**src/rtl/fence_pkg.sv**
```systemverilog
// Shared constants and types for the fence host: default frame geometry, FSM state
// encodings and the {x,y} point record.
package fence_pkg;

   localparam int NPTS_DEF = 6;
   localparam int W_DEF    = 8;

   localparam logic [2:0] S_LOAD  = 3'd0;
   localparam logic [2:0] S_SEND  = 3'd1;
   localparam logic [2:0] S_WAIT  = 3'd2;
   localparam logic [2:0] S_CAPT  = 3'd3;
   localparam logic [2:0] S_DRAIN = 3'd4;

   typedef enum logic [2:0] {
      LOAD  = S_LOAD,
      SEND  = S_SEND,
      WAIT  = S_WAIT,
      CAPT  = S_CAPT,
      DRAIN = S_DRAIN
   } fence_state_e;

   typedef struct packed {
      logic [W_DEF-1:0] x;
      logic [W_DEF-1:0] y;
   } point_t;

endpackage

```
**src/rtl/fence_pt_buf.sv**
```systemverilog
// DEPTH-entry {x,y} register file: one synchronous write port, one combinational read port.
// Out-of-range read addresses return zero so callers may present idx+1 at the frame end.
module fence_pt_buf import fence_pkg::*; #(
   parameter int DEPTH = NPTS_DEF,
   parameter int W     = W_DEF,
   parameter int AW    = $clog2(DEPTH + 1)
) (
   input  logic          clk,
   input  logic          reset,
   input  logic          we,
   input  logic [AW-1:0] waddr,
   input  logic [W-1:0]  wx,
   input  logic [W-1:0]  wy,
   input  logic [AW-1:0] raddr,
   output logic [W-1:0]  rx,
   output logic [W-1:0]  ry
);

   logic [W-1:0] mem_x [DEPTH];
   logic [W-1:0] mem_y [DEPTH];

   always_ff @(posedge clk or negedge reset) begin
      if (!reset) begin
         for (int i = 0; i < DEPTH; i++) begin
            mem_x[i] <= '0;
            mem_y[i] <= '0;
         end
      end else if (we && (waddr < AW'(DEPTH))) begin
         mem_x[waddr] <= wx;
         mem_y[waddr] <= wy;
      end
   end

   always_comb begin
      rx = '0;
      ry = '0;
      if (raddr < AW'(DEPTH)) begin
         rx = mem_x[raddr];
         ry = mem_y[raddr];
      end
   end

endmodule

```
**src/rtl/fence_host.sv**
```systemverilog
// Fence host: loads a frame of points, streams it to the engine, captures the answer burst
// and drains it downstream. Build option FENCE_HOST_TIMEOUT_EN adds a WAIT-state timeout.
module fence_host import fence_pkg::*; #(
   parameter int NPTS     = NPTS_DEF,
   parameter int W        = W_DEF,
   parameter int RSP_SKIP = 1,
   parameter int TIMEOUT  = 255
) (
   input  logic         clk,
   input  logic         reset,
   input  logic         load_valid,
   output logic         load_ready,
   input  logic [W-1:0] load_x,
   input  logic [W-1:0] load_y,
   output logic         give_valid,
   output logic [W-1:0] dataX,
   output logic [W-1:0] dataY,
   input  logic         out_valid,
   input  logic [W-1:0] ansX,
   input  logic [W-1:0] ansY,
   output logic         rd_valid,
   input  logic         rd_ready,
   output logic [W-1:0] rd_x,
   output logic [W-1:0] rd_y,
   output logic         busy,
   output logic         timeout_err,
   output logic [2:0]   state_dbg
);

   localparam int IW = $clog2(NPTS + 1);

   // The buffer read path relies on entry 0 being written before the last load, and the
   // WAIT skip count shares idx, so these bounds must hold.
   if (NPTS < 2 || RSP_SKIP < 1 || RSP_SKIP > NPTS || TIMEOUT < 1) begin : g_bad_cfg
      $error("fence_host: unsupported parameter set");
   end

   logic [2:0]    state;
   logic [IW-1:0] idx;
   logic [IW-1:0] idx_inc;
   logic          last_idx;
   logic          load_fire;
   logic          timeout_hit;
   logic [IW-1:0] buf_raddr;
   logic [IW-1:0] res_raddr;
   logic [W-1:0]  buf_rx, buf_ry;
   logic [W-1:0]  res_rx, res_ry;

   assign idx_inc   = idx + IW'(1);
   assign last_idx  = (idx == IW'(NPTS - 1));
   assign state_dbg = state;

   // Both handshakes transfer on a cycle where valid && ready are high at the rising edge;
   // a valid side holds its data stable until that edge, and ready never depends on valid.
   assign load_fire = load_valid && load_ready;

   // Outputs are registered, so each read looks one entry ahead of the value on the pins.
   assign buf_raddr = (state == S_SEND)  ? idx_inc : '0;
   assign res_raddr = (state == S_DRAIN) ? idx_inc : '0;

   fence_pt_buf #(.DEPTH(NPTS), .W(W), .AW(IW)) u_buf (
      .clk   (clk),
      .reset (reset),
      .we    (load_fire),
      .waddr (idx),
      .wx    (load_x),
      .wy    (load_y),
      .raddr (buf_raddr),
      .rx    (buf_rx),
      .ry    (buf_ry)
   );

   fence_pt_buf #(.DEPTH(NPTS), .W(W), .AW(IW)) u_res (
      .clk   (clk),
      .reset (reset),
      .we    (state == S_CAPT),
      .waddr (idx),
      .wx    (ansX),
      .wy    (ansY),
      .raddr (res_raddr),
      .rx    (res_rx),
      .ry    (res_ry)
   );

`ifdef FENCE_HOST_TIMEOUT_EN
   localparam int TW = $clog2(TIMEOUT + 1);
   logic [TW-1:0] timer;

   // Only the silence before the first out_valid counts towards the timeout.
   assign timeout_hit = (state == S_WAIT) && (idx == '0) && !out_valid &&
                        (timer == TW'(TIMEOUT - 1));

   always_ff @(posedge clk or negedge reset) begin
      if (!reset) begin
         timer       <= '0;
         timeout_err <= 1'b0;
      end else begin
         if ((state == S_WAIT) && (idx == '0) && !out_valid) timer <= timer + TW'(1);
         else if (state != S_WAIT)                           timer <= '0;
         if (load_fire)        timeout_err <= 1'b0;
         else if (timeout_hit) timeout_err <= 1'b1;
      end
   end
`else
   assign timeout_hit = 1'b0;
   assign timeout_err = 1'b0;
`endif

   always_ff @(posedge clk or negedge reset) begin
      if (!reset) begin
         state      <= S_LOAD;
         idx        <= '0;
         load_ready <= 1'b1;
         give_valid <= 1'b0;
         dataX      <= '0;
         dataY      <= '0;
         rd_valid   <= 1'b0;
         rd_x       <= '0;
         rd_y       <= '0;
         busy       <= 1'b0;
      end else begin
         case (state)
            S_LOAD: begin
               if (load_fire) begin
                  if (last_idx) begin
                     state      <= S_SEND;
                     idx        <= '0;
                     load_ready <= 1'b0;
                     busy       <= 1'b1;
                     give_valid <= 1'b1;
                     dataX      <= buf_rx;
                     dataY      <= buf_ry;
                  end else begin
                     idx <= idx_inc;
                  end
               end
            end
            S_SEND: begin
               if (last_idx) begin
                  state      <= S_WAIT;
                  idx        <= '0;
                  give_valid <= 1'b0;
               end else begin
                  idx   <= idx_inc;
                  dataX <= buf_rx;
                  dataY <= buf_ry;
               end
            end
            S_WAIT: begin
               if (timeout_hit) begin
                  state      <= S_LOAD;
                  idx        <= '0;
                  load_ready <= 1'b1;
                  busy       <= 1'b0;
               end else if (out_valid) begin
                  if (idx == IW'(RSP_SKIP - 1)) begin
                     state <= S_CAPT;
                     idx   <= '0;
                  end else begin
                     idx <= idx_inc;
                  end
               end
            end
            S_CAPT: begin
               if (last_idx) begin
                  state    <= S_DRAIN;
                  idx      <= '0;
                  rd_valid <= 1'b1;
                  rd_x     <= res_rx;
                  rd_y     <= res_ry;
               end else begin
                  idx <= idx_inc;
               end
            end
            S_DRAIN: begin
               if (rd_valid && rd_ready) begin
                  if (last_idx) begin
                     state      <= S_LOAD;
                     idx        <= '0;
                     rd_valid   <= 1'b0;
                     load_ready <= 1'b1;
                     busy       <= 1'b0;
                  end else begin
                     idx  <= idx_inc;
                     rd_x <= res_rx;
                     rd_y <= res_ry;
                  end
               end
            end
            default: begin
               state      <= S_LOAD;
               idx        <= '0;
               load_ready <= 1'b1;
               give_valid <= 1'b0;
               rd_valid   <= 1'b0;
               busy       <= 1'b0;
            end
         endcase
      end
   end

endmodule

```
**config.mk**
```make
export PLATFORM = sky130hd
export DESIGN_NAME = fence_host
export DESIGN_NICKNAME = d
export VERILOG_FILES = /design/src/rtl/fence_pkg.sv /design/src/rtl/fence_pt_buf.sv /design/src/rtl/fence_host.sv
export SDC_FILE = /design/constraint.sdc
export NUM_CORES = 1
export LEC_CHECK = 0
export CORE_UTILIZATION = 43
export CTS_BUF_LIST = sky130_fd_sc_hd__clkbuf_16
export DETAILED_ROUTE_END_ITERATION = 10
export PLACE_DENSITY_LB_ADDON = 0.2
export SYNTH_ARGS = -nofsm -noshare
export SYNTH_HDL_FRONTEND = slang
export SYNTH_SLANG_ARGS = --single-unit
```
**constraint.sdc**
```tcl
create_clock -name clk -period 2.9 [get_ports clk]
set_clock_uncertainty 0.15 [all_clocks]
set_input_delay 0.725 -clock clk [delete_from_list [all_inputs] [get_ports clk]]
set_output_delay 0.725 -clock clk [all_outputs]
set_load 0.02 [all_outputs]
```
# Yosys cells after proc, flatten, opt, wreduce, memory -nomap -nowiden
# Index checks and enable logic that the tools add are counted.
[word_totals]
reg_bits = 234
word_cells = 148
in_bits = 37
out_inout_bits = 40
[op_classes]
mux = 65
n_lt_le_gt_ge = 7
add_sub_neg = 1
eq_ne = 15
reduce_logical = 20
bitwise = 6
[op_table]
columns = ["cell", "n"]
rows = [
  ["$mux 8", 25],
  ["$bwmux 48", 4],
  ["$bmux 8 s3", 4],
  ["$pmux 8 s2", 4],
  ["$mux 3", 15],
  ["$demux 8 s3", 1],
  ["$ne 2x2->1 const B", 8],
  ["$reduce_and 4->1", 4],
  ["$pmux 3 s5", 1],
  ["$ge 4x4->1 const B", 3],
  ["$not 3->4", 3],
  ["$pmux 1 s3", 4],
  ["$pmux 3 s4", 1],
  ["$lt 3x3->1 const B", 3],
  ["$reduce_or 3->1", 3],
  ["$reduce_and 8->1", 1],
  ["$eq 3x2->1 const B", 2],
  ["$eq 3x3->1 const B", 2],
  ["$logic_not 3->1", 2],
  ["$mux 1", 6],
  ["$logic_and 1x1->1", 5],
  ["$reduce_and 5->1", 1],
  ["$lt 4x1->1 const B", 1],
  ["$ne 2x1->1 const B", 2],
  ["6 further kinds", 9],
]

# Logic depth before layout (Yosys ltp)
# Gate-level depths: netlist of the first run.
[logic_depth]
depth_word = 10
ltp_mapped = 9
depth_no_buf = 6

# By module
# A second synthesis of the first run with hierarchy kept.
[unflattened]
hier_cells = 758
area_unflattened_um2 = 10908.0
[by_module_without_submodules]
columns = ["mod", "instances", "area_each_um2", "seq_area_each_um2", "cells_each"]
rows = [
  ["fence_pt_buf", 2, 4469.3, 2402.3, 303],
  ["fence_host", 1, 1969.4, 1052.3, 152],
]

# Least setup slack after synthesis of the first run
# No wires, ideal clock.
[synth_timing]
path_kind = "register -> register"
startpoint = "register idx[0]"
endpoint = "register dataY[3]"
setup_ns = 0.110
path_stages_with_launch = 10
setup_slack_ns = 0.211
arrival_time_ns = 2.429
n_path_buf = 3
cell_sequence = "dfrtp_1 -> buf_2 -> clkinv_1 -> clkbuf_1 -> ha_1 -> inv_1 -> clkbuf_1 -> nor2_1 -> o311a_1 -> o41ai_1"
[synth_via]
elab_chain_len = 10
elab_cells_between_ends = 16
classes_between = "add/sub (1); order compare (1); eq/ne (3); mux (9); bitwise (1); reduce/logical (1)"
[synth_rtl]
columns = ["element", "line", "source"]
rows = [
  ["start: declaration", "fence_host.sv:39", "logic [IW-1:0] idx;"],
  ["start signal: assignment", "fence_host.sv:134", "idx <= idx_inc;"],
  ["start signal: assignment", "fence_host.sv:144", "idx <= idx_inc;"],
  ["start signal: assignment", "fence_host.sv:160", "idx <= idx_inc;"],
  ["$add 3x1->3", "fence_host.sv:49", "assign idx_inc = idx + IW'(1);"],
  ["$mux 3", "fence_host.sv:58", "assign buf_raddr = (state == S_SEND) ? idx_inc : '0;"],
  ["$not 3->4 (implied by the code)", "fence_pt_buf.sv:39", "ry = mem_y[raddr];"],
  ["$bmux 8 s3", "fence_pt_buf.sv:39", ""],
  ["$mux 8 (implied by the code) (2 in a row)", "fence_pt_buf.sv:39", ""],
  ["$mux 8", "fence_pt_buf.sv:37", "if (raddr < AW'(DEPTH)) begin"],
  ["$mux 8", "fence_host.sv:125", "if (last_idx) begin"],
  ["$mux 8", "fence_host.sv:124", "if (load_fire) begin"],
  ["$pmux 8 s2", "fence_host.sv:122", "case (state)"],
  ["end signal: assignment", "fence_host.sv:132", "dataY <= buf_ry;"],
  ["end signal: assignment", "fence_host.sv:146", "dataY <= buf_ry;"],
  ["end: declaration", "fence_host.sv:17", "output logic [W-1:0] dataY,"],
]
# Several ways; a longest one is shown, not always the timed one. The select of a mux whose other input is x is not followed.
# A chain may end at the register's enable or synchronous reset.

# Worst setup path in the final report of the first run
[layout_timing]
startpoint = "register state[2] (netlist: state_dbg[2])"
endpoint = "output port state_dbg[2]"
[layout_lines]
columns = ["element", "line", "source"]
rows = [
  ["start: declaration", "fence_host.sv:38", "logic [2:0] state;"],
  ["start signal: assignment", "fence_host.sv:111", "state <= S_LOAD;"],
  ["start signal: assignment", "fence_host.sv:126", "state <= S_SEND;"],
  ["start signal: assignment", "fence_host.sv:140", "state <= S_WAIT;"],
  ["end: declaration", "fence_host.sv:27", "output logic [2:0] state_dbg"],
]
# No word-level cell between the ends.

==> results of run 1 <==
## critical path: stages, from the launching register on
cell and delay, ns:
dfrtp_2 0.48, buf_4 0.21, clkdlybuf4s50_1 0.61
## power groups by stage
stage | sequential, uW | clock, uW | combinational, uW
after floorplan | 4560 | 0 | 2490
after global placement | 4550 | 0 | 3940
after detailed placement | 4570 | 0 | 4000
after CTS | 4520 | 3020 | 4020
after global routing | 4630 | 3150 | 4370
final | 4530 | 2960 | 3990
## placed cells by master (no fill, tap or decap), types with 7 or more instances in the layout
cell type	Yosys	routed
mux2i_1	25	25
a211o_1	12	12
clkdlybuf4s50_1	0	74
or3_1	13	13
and3_1	8	8
nor2_1	67	67
mux2_2	195	195
buf_12	0	11
clkinv_1	1	12
a21oi_1	28	28
a211oi_1	8	8
dfrtp_1	233	230
o21ai_0	38	38
inv_1	7	12
nand2b_1	16	16
o41ai_1	25	25
nand2_1	40	40
and2_1	8	8
o21a_1	11	11
nor3_1	22	22
nand3_1	8	8
o311a_1	7	7
clkbuf_16	0	27
buf_4	1	35
## registers in the layout (all words and copies together), names as in the netlist
name / count
u_buf.mem_x: 48
u_buf.mem_y: 48
u_res.mem_x: 48
u_res.mem_y: 48
dataX: 8
dataY: 8
rd_x: 8
rd_y: 8
idx: 3
state_dbg: 3
busy: 1
give_valid: 1
load_ready: 1
rd_valid: 1
## layer usage
| layer | wire, um | vias to the layer above | track usage (%) |
|---|---|---|---|
| li1 | - | 3458 | - |
| met1 | 12740 | 3879 | 30.74 |
| met2 | 12270 | 168 | 33.48 |
| met3 | 1219 | 27 | 2.773 |
| met4 | 327 | 0 | 4.588 |
| met5 | 0 | - | 0 |
## metrics by stage
stage / setup WS (ns) / cell area, sq um / power [uW]
CTS: 0.06793 / 13080 / 11560
global route: 0.08973 / 13080 / 12150
global placement: 0.1961 / 12310 / 8493
finish: 0.2002 / 13080 / 11470
detailed placement: 0.1565 / 12310 / 8576
floorplan: 0.2111 / 10910 / 7050
## worst min-delay path by stage
stage                    start              end  cells past startpoint
2_1_floorplan            reset             busy                      0
3_3_place_gp   u_res.mem_y[12]  u_res.mem_y[12]                      1
3_5_place_dp           rd_x[2]          rd_x[2]                      2
4_1_cts                rd_x[2]          rd_x[2]                      2
5_1_grt                rd_x[2]          rd_x[2]                      2
6_report               rd_x[2]          rd_x[2]                      2
## logic make-up after synthesis
logic type	after synthesis
AO/OA/AOI/OAI	155
XOR/XNOR	3
buffers and inverters	68
AND/OR/NAND/NOR	209
flip-flops	234
other	1
multiplexers	226
adder cells (fa/ha/maj)	3
## repair_timing
action / CTS / global route
hold buffers: 1 / 0
hold endpoints to repair: 31 / 0
endpoints found under the setup margin: 0 / 2
setup buffers: 0 / 0
gates resized for setup: 0 / 2
## final cells by class
class	instances	share of cell area, %
clock buffer	27	5.166
tap	324	3.099
multi-input combinational	597	36.50
inverter	8	0.2296
clock inverter	21	0.6505
timing repair buffer	122	9.547
sequential	234	44.81
==> results.json, run 1 <==
{
  "hold_viol_final": 0,
  "htreeDepth": 1,
  "switchingPower_uw": 4006,
  "cts_tree": "built",
  "diodes": 0,
  "p_leak_uw": 0.005956,
  "seq_power_share_pct": 39.5,
  "worstSetupStartpoint": "state_dbg[2]",
  "cellInternalPower_uw": 7467,
  "worstPathMaxFanout": 11,
  "yosys_register_bits": 234,
  "place_congestion": 0.7772,
  "stdcell_count": 1333,
  "reg2reg_depth": 7,
  "register_area_sq_um": 5861,
  "crit_arrival_ns": 1.82,
  "min_period_ns": 2.700,
  "rsz0062_at_grt": "false",
  "cp_data_required_time_ns": 2.03,
  "slew-limit-headroom_pct": 23.71,
  "syn_to_final_growth_pct": 19.88,
  "slew_violations": 0,
  "grt_pass1_wl_um": 43260,
  "initial_core_util_pct": 44.34,
  "synth_fp_nets": 939,
  "ys.flop_type": "dfrtp_1",
  "yosys.area_share.xor_xnor_pct": 0.2408,
  "finalSetupTns_ns": 0,
  "vias": 7532,
  "crit_path_start_kind": "register",
  "yosysMostFrequentCell": "dfrtp_1",
  "ys_seq_area_share_pct": 53.68,
  "peakVddDrop_mv": 0.6264,
  "min_path_type": "reg2reg",
  "async_reset_ff_share_pct": 100.0,
  "drt_iter0_markers": 431,
  "syn_area_per_cell_sq_um": 12.14,
  "netlist_area_sq_um": 10910,
  "dp_hpwl_um": 16780,
  "synth_top_family_by_area": "multiplexers",
  "core_area_sq_um": 24600,
  "path_class": "reg2out",
  "synth-compound-area-share_pct": 9.943,
  "overflow": 0,
  "wl_um": 26560,
  "synthCells": 899,
  "outcome": "finished, final reports clean",
  "nFillCells": 2125,
  "dieHeight_um": 161.3,
  "synth_simple_gate_area_share_pct": 9.817,
  "pin_count": 77,
  "fmax_ghz": 0.3704,
  "synth_edf_count": 0,
  "p_clk_share_pct": 25.8,
  "power.density_nw_per_um2": 877.1,
  "ant_nets": 0,
  "grt_pass1_vias": 7616,
  "num_rows": 57,
  "ys_types": 60,
  "reg2reg_from": "idx[1]",
  "wl_per_cell_um": 19.92,
  "min_period_over_period_pct": 93.10,
  "die_w_um": 161.3,
  "drc": 0,
  "dp.cells": 1284,
  "finalHoldWorstSlack_ns": 0.3247,
  "end_kind": "output port",
  "reg2reg_to": "dataY[0]",
  "layout.nets": 1029,
  "portBuffers": 75,
  "vias_per_cell": 5.650,
  "drt-pass1-iter-count": 5,
  "rrSetupSlack_ns": 0.29,
  "cts_sinks": 234,
  "drive_gt1_share_pct": 29.14,
  "multiInputGateArea_sq_um": 4775,
  "synth_mux_area_share_pct": 23.14,
  "synth_top_area_share_pct": 53.44,
  "synth_adder_area_share_pct": 0.3440,
  "crit_end": "state_dbg[2]",
  "setup_violations": 0,
  "switching_share_pct": 34.92,
  "synthTopCellsByArea": "dfrtp_1, mux2_2, nor2_1",
  "grt_usage_pct": 21.05,
  "insertion_delay_ns": 0.52,
  "die-area_sq_um": 26010,
  "clock_path_buffers": 3,
  "cts_root_buffer": "clkbuf_16",
  "clk_pin_slew_worst_paths_ns": 0.06,
  "yosysTopAreaCell": "dfrtp_1",
  "yosysWarnings": 0,
  "drv_cap": 0,
  "ys_top_cells_by_count": "dfrtp_1, mux2_2, nor2_1",
  "antenna_found_initial": 0,
  "pwr-share-comb_pct": 34.8,
  "tightest_slew_ns": 1.140,
  "grt_max_degree": 63,
  "fin_util_pct": 53.16,
  "cts_inserted_buffers": 26
}
Power figures use the tool's default switching activity.
==> inputs of run 2 (changes only) <==
--- a/config.mk
+++ b/config.mk
@@ -5,6 +5,8 @@
 export SDC_FILE = /design/constraint.sdc
 export NUM_CORES = 1
 export LEC_CHECK = 0
+export CELL_PAD_IN_SITES_DETAIL_PLACEMENT = 0
+export CELL_PAD_IN_SITES_GLOBAL_PLACEMENT = 1
 export CORE_UTILIZATION = 43
 export CTS_BUF_LIST = sky130_fd_sc_hd__clkbuf_16
 export DETAILED_ROUTE_END_ITERATION = 10
==> run 2 against run 1 <==
  * Critical endpoint unchanged
  * Hold slack improved by 0.0075 ns
  * First-iteration DRC count up 4.9%
  * Largest power group unchanged
  * Core utilization is 0.46 points higher
  * Setup slack worse by 0.027 ns
  * Fmax fell by 0.99%
==> results.json, run 2 (synthesis results as in run 1) <==
{
  "clock_path_buffers": 3,
  "cts_root_buffer": "clkbuf_16",
  "min_period_ns": 2.727,
  "die_w_um": 161.3,
  "grt_pass1_wl_um": 45770,
  "layout.nets": 1039,
  "setup_violations": 0,
  "drv_cap": 0,
  "peakVddDrop_mv": 0.4758,
  "cts_tree": "built",
  "core_area_sq_um": 24600,
  "p_leak_uw": 0.006021,
  "grt_max_degree": 58,
  "drc": 0,
  "pin_count": 77,
  "clk_pin_slew_worst_paths_ns": 0.06,
  "die-area_sq_um": 26010,
  "dp_hpwl_um": 17340,
  "hold_viol_final": 0,
  "wl_met3_um": 1127,
  "cp_data_required_time_ns": 2.03,
  "slew_violations": 0,
  "grt_usage_pct": 22.56,
  "worstPathMaxFanout": 12,
  "initial_core_util_pct": 44.34,
  "tightest_slew_ns": 1.024,
  "syn_to_final_growth_pct": 20.93,
  "crit_arrival_ns": 1.85,
  "path_class": "reg2out",
  "met2_length_um": 13000,
  "final_cell_mix": "dfrtp_1, mux2_2, clkdlybuf4s50_1, nor2_1, buf_4",
  "finalHoldWorstSlack_ns": 0.3322,
  "ant_nets": 0,
  "wl_per_cell_um": 20.95,
  "cts_inserted_buffers": 26,
  "cts_sinks": 234,
  "place_congestion": 0.7806,
  "min_path_type": "reg2reg",
  "num_rows": 57,
  "fmax_ghz": 0.3667,
  "htreeDepth": 1,
  "overflow": 0,
  "crit_path_start_kind": "register",
  "wl_um": 28120,
  "rsz0062_at_grt": "false",
  "highest_layer": "met4",
  "grt_pass1_vias": 7840,
  "met1_length_um": 13600,
  "drt-pass1-iter-count": 5,
  "outcome": "finished, final reports clean",
  "antenna_found_initial": 0,
  "drive_gt1_share_pct": 29.96,
  "min_period_over_period_pct": 94.02,
  "power.density_nw_per_um2": 882.5,
  "dieHeight_um": 161.3,
  "vias_per_cell": 5.597,
  "drt_iter0_markers": 452,
  "portBuffers": 75,
  "finalSetupTns_ns": 0,
  "vias": 7511,
  "slew-limit-headroom_pct": 31.49,
  "end_kind": "output port",
  "layout_commonest_cell": "dfrtp_1",
  "insertion_delay_ns": 0.52,
  "diodes": 0
}
run 2: changes by cell type in the layout (fill, tap and decap cells not counted), sizes merged:
cell / before / now
clkinvlp: 0 / 1
inv: 12 / 15
buf: 47 / 57
bufinv: 0 / 2
clkinv: 17 / 10
run 2: cell type report:
type	instances	area [sq um]
timing repair buffer	132	1311
multi-input combinational	597	4777
tap	324	405.4
inverter	8	30.03
fill	2169	11410
sequential	234	5859
clock buffer	27	675.6
clock inverter	20	135.1
run 2: repair_timing:
action                                 CTS  global route
setup buffers                            0             0
endpoints found under the hold margin   12             0
resized for setup                        0             1
hold buffers                             1             0
setup endpoints to repair                0             1
run 2: routing by layer:
metal  vias to the layer above  GRT usage, %
li1                       3477             -
met1                      3868         33.30
met2                       135         35.19
met3                        31         3.082
met4                         0         5.232
met5                         -             0
run 2: final timing paths:
kind	start	end	slack [ns]	cells past startpoint
max	state_dbg[2]	state_dbg[2]	0.17	2
min	rd_x[2]	rd_x[2]	0.33	2
max reg2reg	idx[0]	rd_y[3]	0.20	6
min reg2reg	rd_x[2]	rd_x[2]	0.33	2
max in group asynchronous	reset	u_res.mem_x[3]	1.35	3
min in group asynchronous	reset	u_buf.mem_x[10]	0.58	2
run 2: worst max-delay path, cell delays in order, from the launching register on:
cell and delay, ns:
dfrtp_2 0.48, buf_4 0.22, clkdlybuf4s50_1 0.62
run 2: through the flow:
step	util, %	instances	total power [uW]	cell area [sq um]	setup WS [ns]
after global placement	50.28	1294	8485	12370	0.1998
after CTS	53.62	1342	11760	13190	0.02595
after global routing	53.62	1342	12370	13190	0.06751
after detailed placement	50.28	1294	8546	12370	0.2011
after floorplan	-	899	7050	10910	0.2111
final	53.62	1342	11640	13190	0.1733
run 2: where the power goes:
group	switching [uW]	internal [uW]
combinational	2200	1730
sequential	523	4040
clock	1300	1840
total	4030	7620
==> inputs of run 3 (changes only) <==
--- a/config.mk
+++ b/config.mk
@@ -7,6 +7,7 @@
 export LEC_CHECK = 0
 export CELL_PAD_IN_SITES_DETAIL_PLACEMENT = 0
 export CELL_PAD_IN_SITES_GLOBAL_PLACEMENT = 1
+export CORE_MARGIN = 2
 export CORE_UTILIZATION = 43
 export CTS_BUF_LIST = sky130_fd_sc_hd__clkbuf_16
 export DETAILED_ROUTE_END_ITERATION = 10
==> constraint.sdc (replaced) <==
create_clock -name clk -period 2.9 [get_ports clk]
set_clock_uncertainty 0.15 [all_clocks]
set_input_delay 0.725 -clock clk [delete_from_list [all_inputs] [get_ports clk]]
set_output_delay 0.725 -clock clk [all_outputs]
set_load 0.01 [all_outputs]
==> run 3 against run 2 <==
  * Final area decreased by 0.43%
  * First-iteration DRC count increased by 4.0%
  * Setup slack improved by 0.11 ns
  * Clock-buffer cell count unchanged
  * Critical path depth decreased by 1
  * Register-to-register slack improved by 0.10 ns
  * Critical path type unchanged
==> results.json, run 3 (synthesis results as in run 1) <==
{
  "setup_violations": 0,
  "die_w_um": 163.3,
  "path_cells": "clkdlybuf4s50_1",
  "power.density_nw_per_um2": 862.9,
  "min_period_over_period_pct": 90.11,
  "antenna_found_initial": 0,
  "pre_cts_slack_ns": 0.2316,
  "peakVddDrop_mv": 0.4512,
  "p_clk_share_pct": 26.2,
  "top_usage_layer": "met2",
  "min_period_ns": 2.613,
  "holdPathEnd": "u_res.mem_x[13]",
  "drt_iter0_markers": 470,
  "grt.met1_usage_pct": 31.45,
  "grt_pass1_wl_um": 44460,
  "p_leak_uw": 0.005989,
  "cts_sinks": 234,
  "register_area_sq_um": 5858,
  "critPathBufInv": 1,
  "seq_power_share_pct": 40.0,
  "holdPathStages": 1,
  "grt_use_met2_pct": 34.16,
  "pwr-share-comb_pct": 33.8,
  "num_rows": 58,
  "layout_commonest_cell": "dfrtp_1",
  "hold_start": "u_res.mem_x[13]",
  "cp_data_required_time_ns": 2.03,
  "min_path_type": "reg2reg",
  "crit_path_start_kind": "register",
  "end_kind": "output port",
  "grt_max_degree": 63,
  "finalHoldWorstSlack_ns": 0.3355,
  "max_stage_delay_ns": 0.62,
  "fmax_ghz": 0.3827,
  "drive_gt1_share_pct": 29.45,
  "post_cts_buffers": 0,
  "slew_violations": 0,
  "outcome": "finished, final reports clean",
  "syn_to_final_growth_pct": 20.41,
  "met3_usage_pct": 2.692,
  "multiInputGateArea_sq_um": 4777,
  "fin_util_pct": 52.47,
  "finalSetupTns_ns": 0,
  "overflow": 0,
  "dieHeight_um": 163.3,
  "wl_per_cell_um": 20.56,
  "vias_per_cell": 5.594,
  "final_cell_mix": "dfrtp_1, mux2_2, clkdlybuf4s50_1, nor2_1, nand2_1",
  "dp_hpwl_um": 16980,
  "reg2reg_to": "dataY[6]",
  "cellInternalPower_uw": 7443,
  "crit_arrival_ns": 1.74,
  "tightest_slew_ns": 0.9057,
  "clock_path_buffers": 3,
  "post_cts_resized": 0,
  "cts_tree": "built",
  "place_congestion": 0.7376,
  "grt_usage_pct": 21.41,
  "ctsHoldBuffers": 1,
  "dpl_cell_area_sq_um": 12360,
  "die-area_sq_um": 26660,
  "slowest_stage": "clkdlybuf4s50_1",
  "path_class": "reg2out",
  "grt_pass1_vias": 7646,
  "cts_inserted_buffers": 26,
  "reg2reg_depth": 6,
  "fin_area_sq_um": 13140,
  "switchingPower_uw": 3893,
  "worstPathMaxFanout": 12,
  "switching_share_pct": 34.34,
  "reg2reg_from": "idx[0]",
  "diodes": 0,
  "clk_pin_slew_worst_paths_ns": 0.06,
  "rsz0062_at_grt": "false",
  "drc": 0,
  "core_area_sq_um": 25040,
  "slew-limit-headroom_pct": 39.39,
  "layout_setup_ws_ns": 0.2868,
  "initial_core_util_pct": 43.58,
  "drv_cap": 0,
  "nFillCells": 2272,
  "ant_nets": 0,
  "drt-pass1-iter-count": 4,
  "cts_root_buffer": "clkbuf_16",
  "pin_count": 77,
  "hold_viol_final": 0,
  "vias": 7507,
  "htreeDepth": 1,
  "wl_um": 27590,
  "crit_family": "buffers and inverters",
  "portBuffers": 75,
  "rrSetupSlack_ns": 0.30,
  "insertion_delay_ns": 0.53,
  "layout.nets": 1032
}
[run 3: cell types whose count changed in the layout (fill, tap and decap cells not counted), sizes merged]
cell / change
buf: -7
bufinv: -2
clkinv: +4
clkinvlp: -1
[run 3: worst max path at each step]
stage | start | to | slack, ns | cells past startpoint
finish | state_dbg[0] | state_dbg[0] | 0.29 | 1
global route | idx[0] | dataY[6] | 0.19 | 6
CTS | state_dbg[0] | state_dbg[0] | 0.26 | 1
detailed placement | load_valid | dataY[6] | 0.23 | 5
global placement | load_valid | dataY[6] | 0.25 | 5
floorplan | idx[0] | dataY[3] | 0.21 | 9
[run 3: metal layers]
metal	wire, um	up-vias	part of all wire [%]
met5	0	-	0
met4	378	0	1.4
met3	1078	30	3.9
met2	12850	136	47
met1	13280	3863	48
li1	-	3478	-
[run 3: area by class of cell]
class,count,share of cell area (%)
Clock buffer,27,5.143
Sequential cell,234,44.59
Multi-Input combinational cell,597,36.36
Clock inverter,21,0.6667
Timing Repair Buffer,125,9.867
Inverter,8,0.2286
Tap cell,330,3.143
[run 3: power groups by stage]
| stage | Combinational, uW | Sequential, uW | Clock [uW] |
|---|---|---|---|
| after global routing | 4260 | 4640 | 3190 |
| after detailed placement | 3860 | 4590 | 0 |
| after global placement | 3820 | 4560 | 0 |
| after CTS | 3870 | 4540 | 3060 |
| final | 3830 | 4530 | 2980 |
| after floorplan | 2490 | 4450 | 0 |
[run 3: stage by stage]
stage,std cells,total power (uW)
2_1_floorplan,899,6946
3_3_place_gp,1293,8386
3_5_place_dp,1293,8444
4_1_cts,1342,11470
5_1_grt,1342,12090
6_report,1342,11340
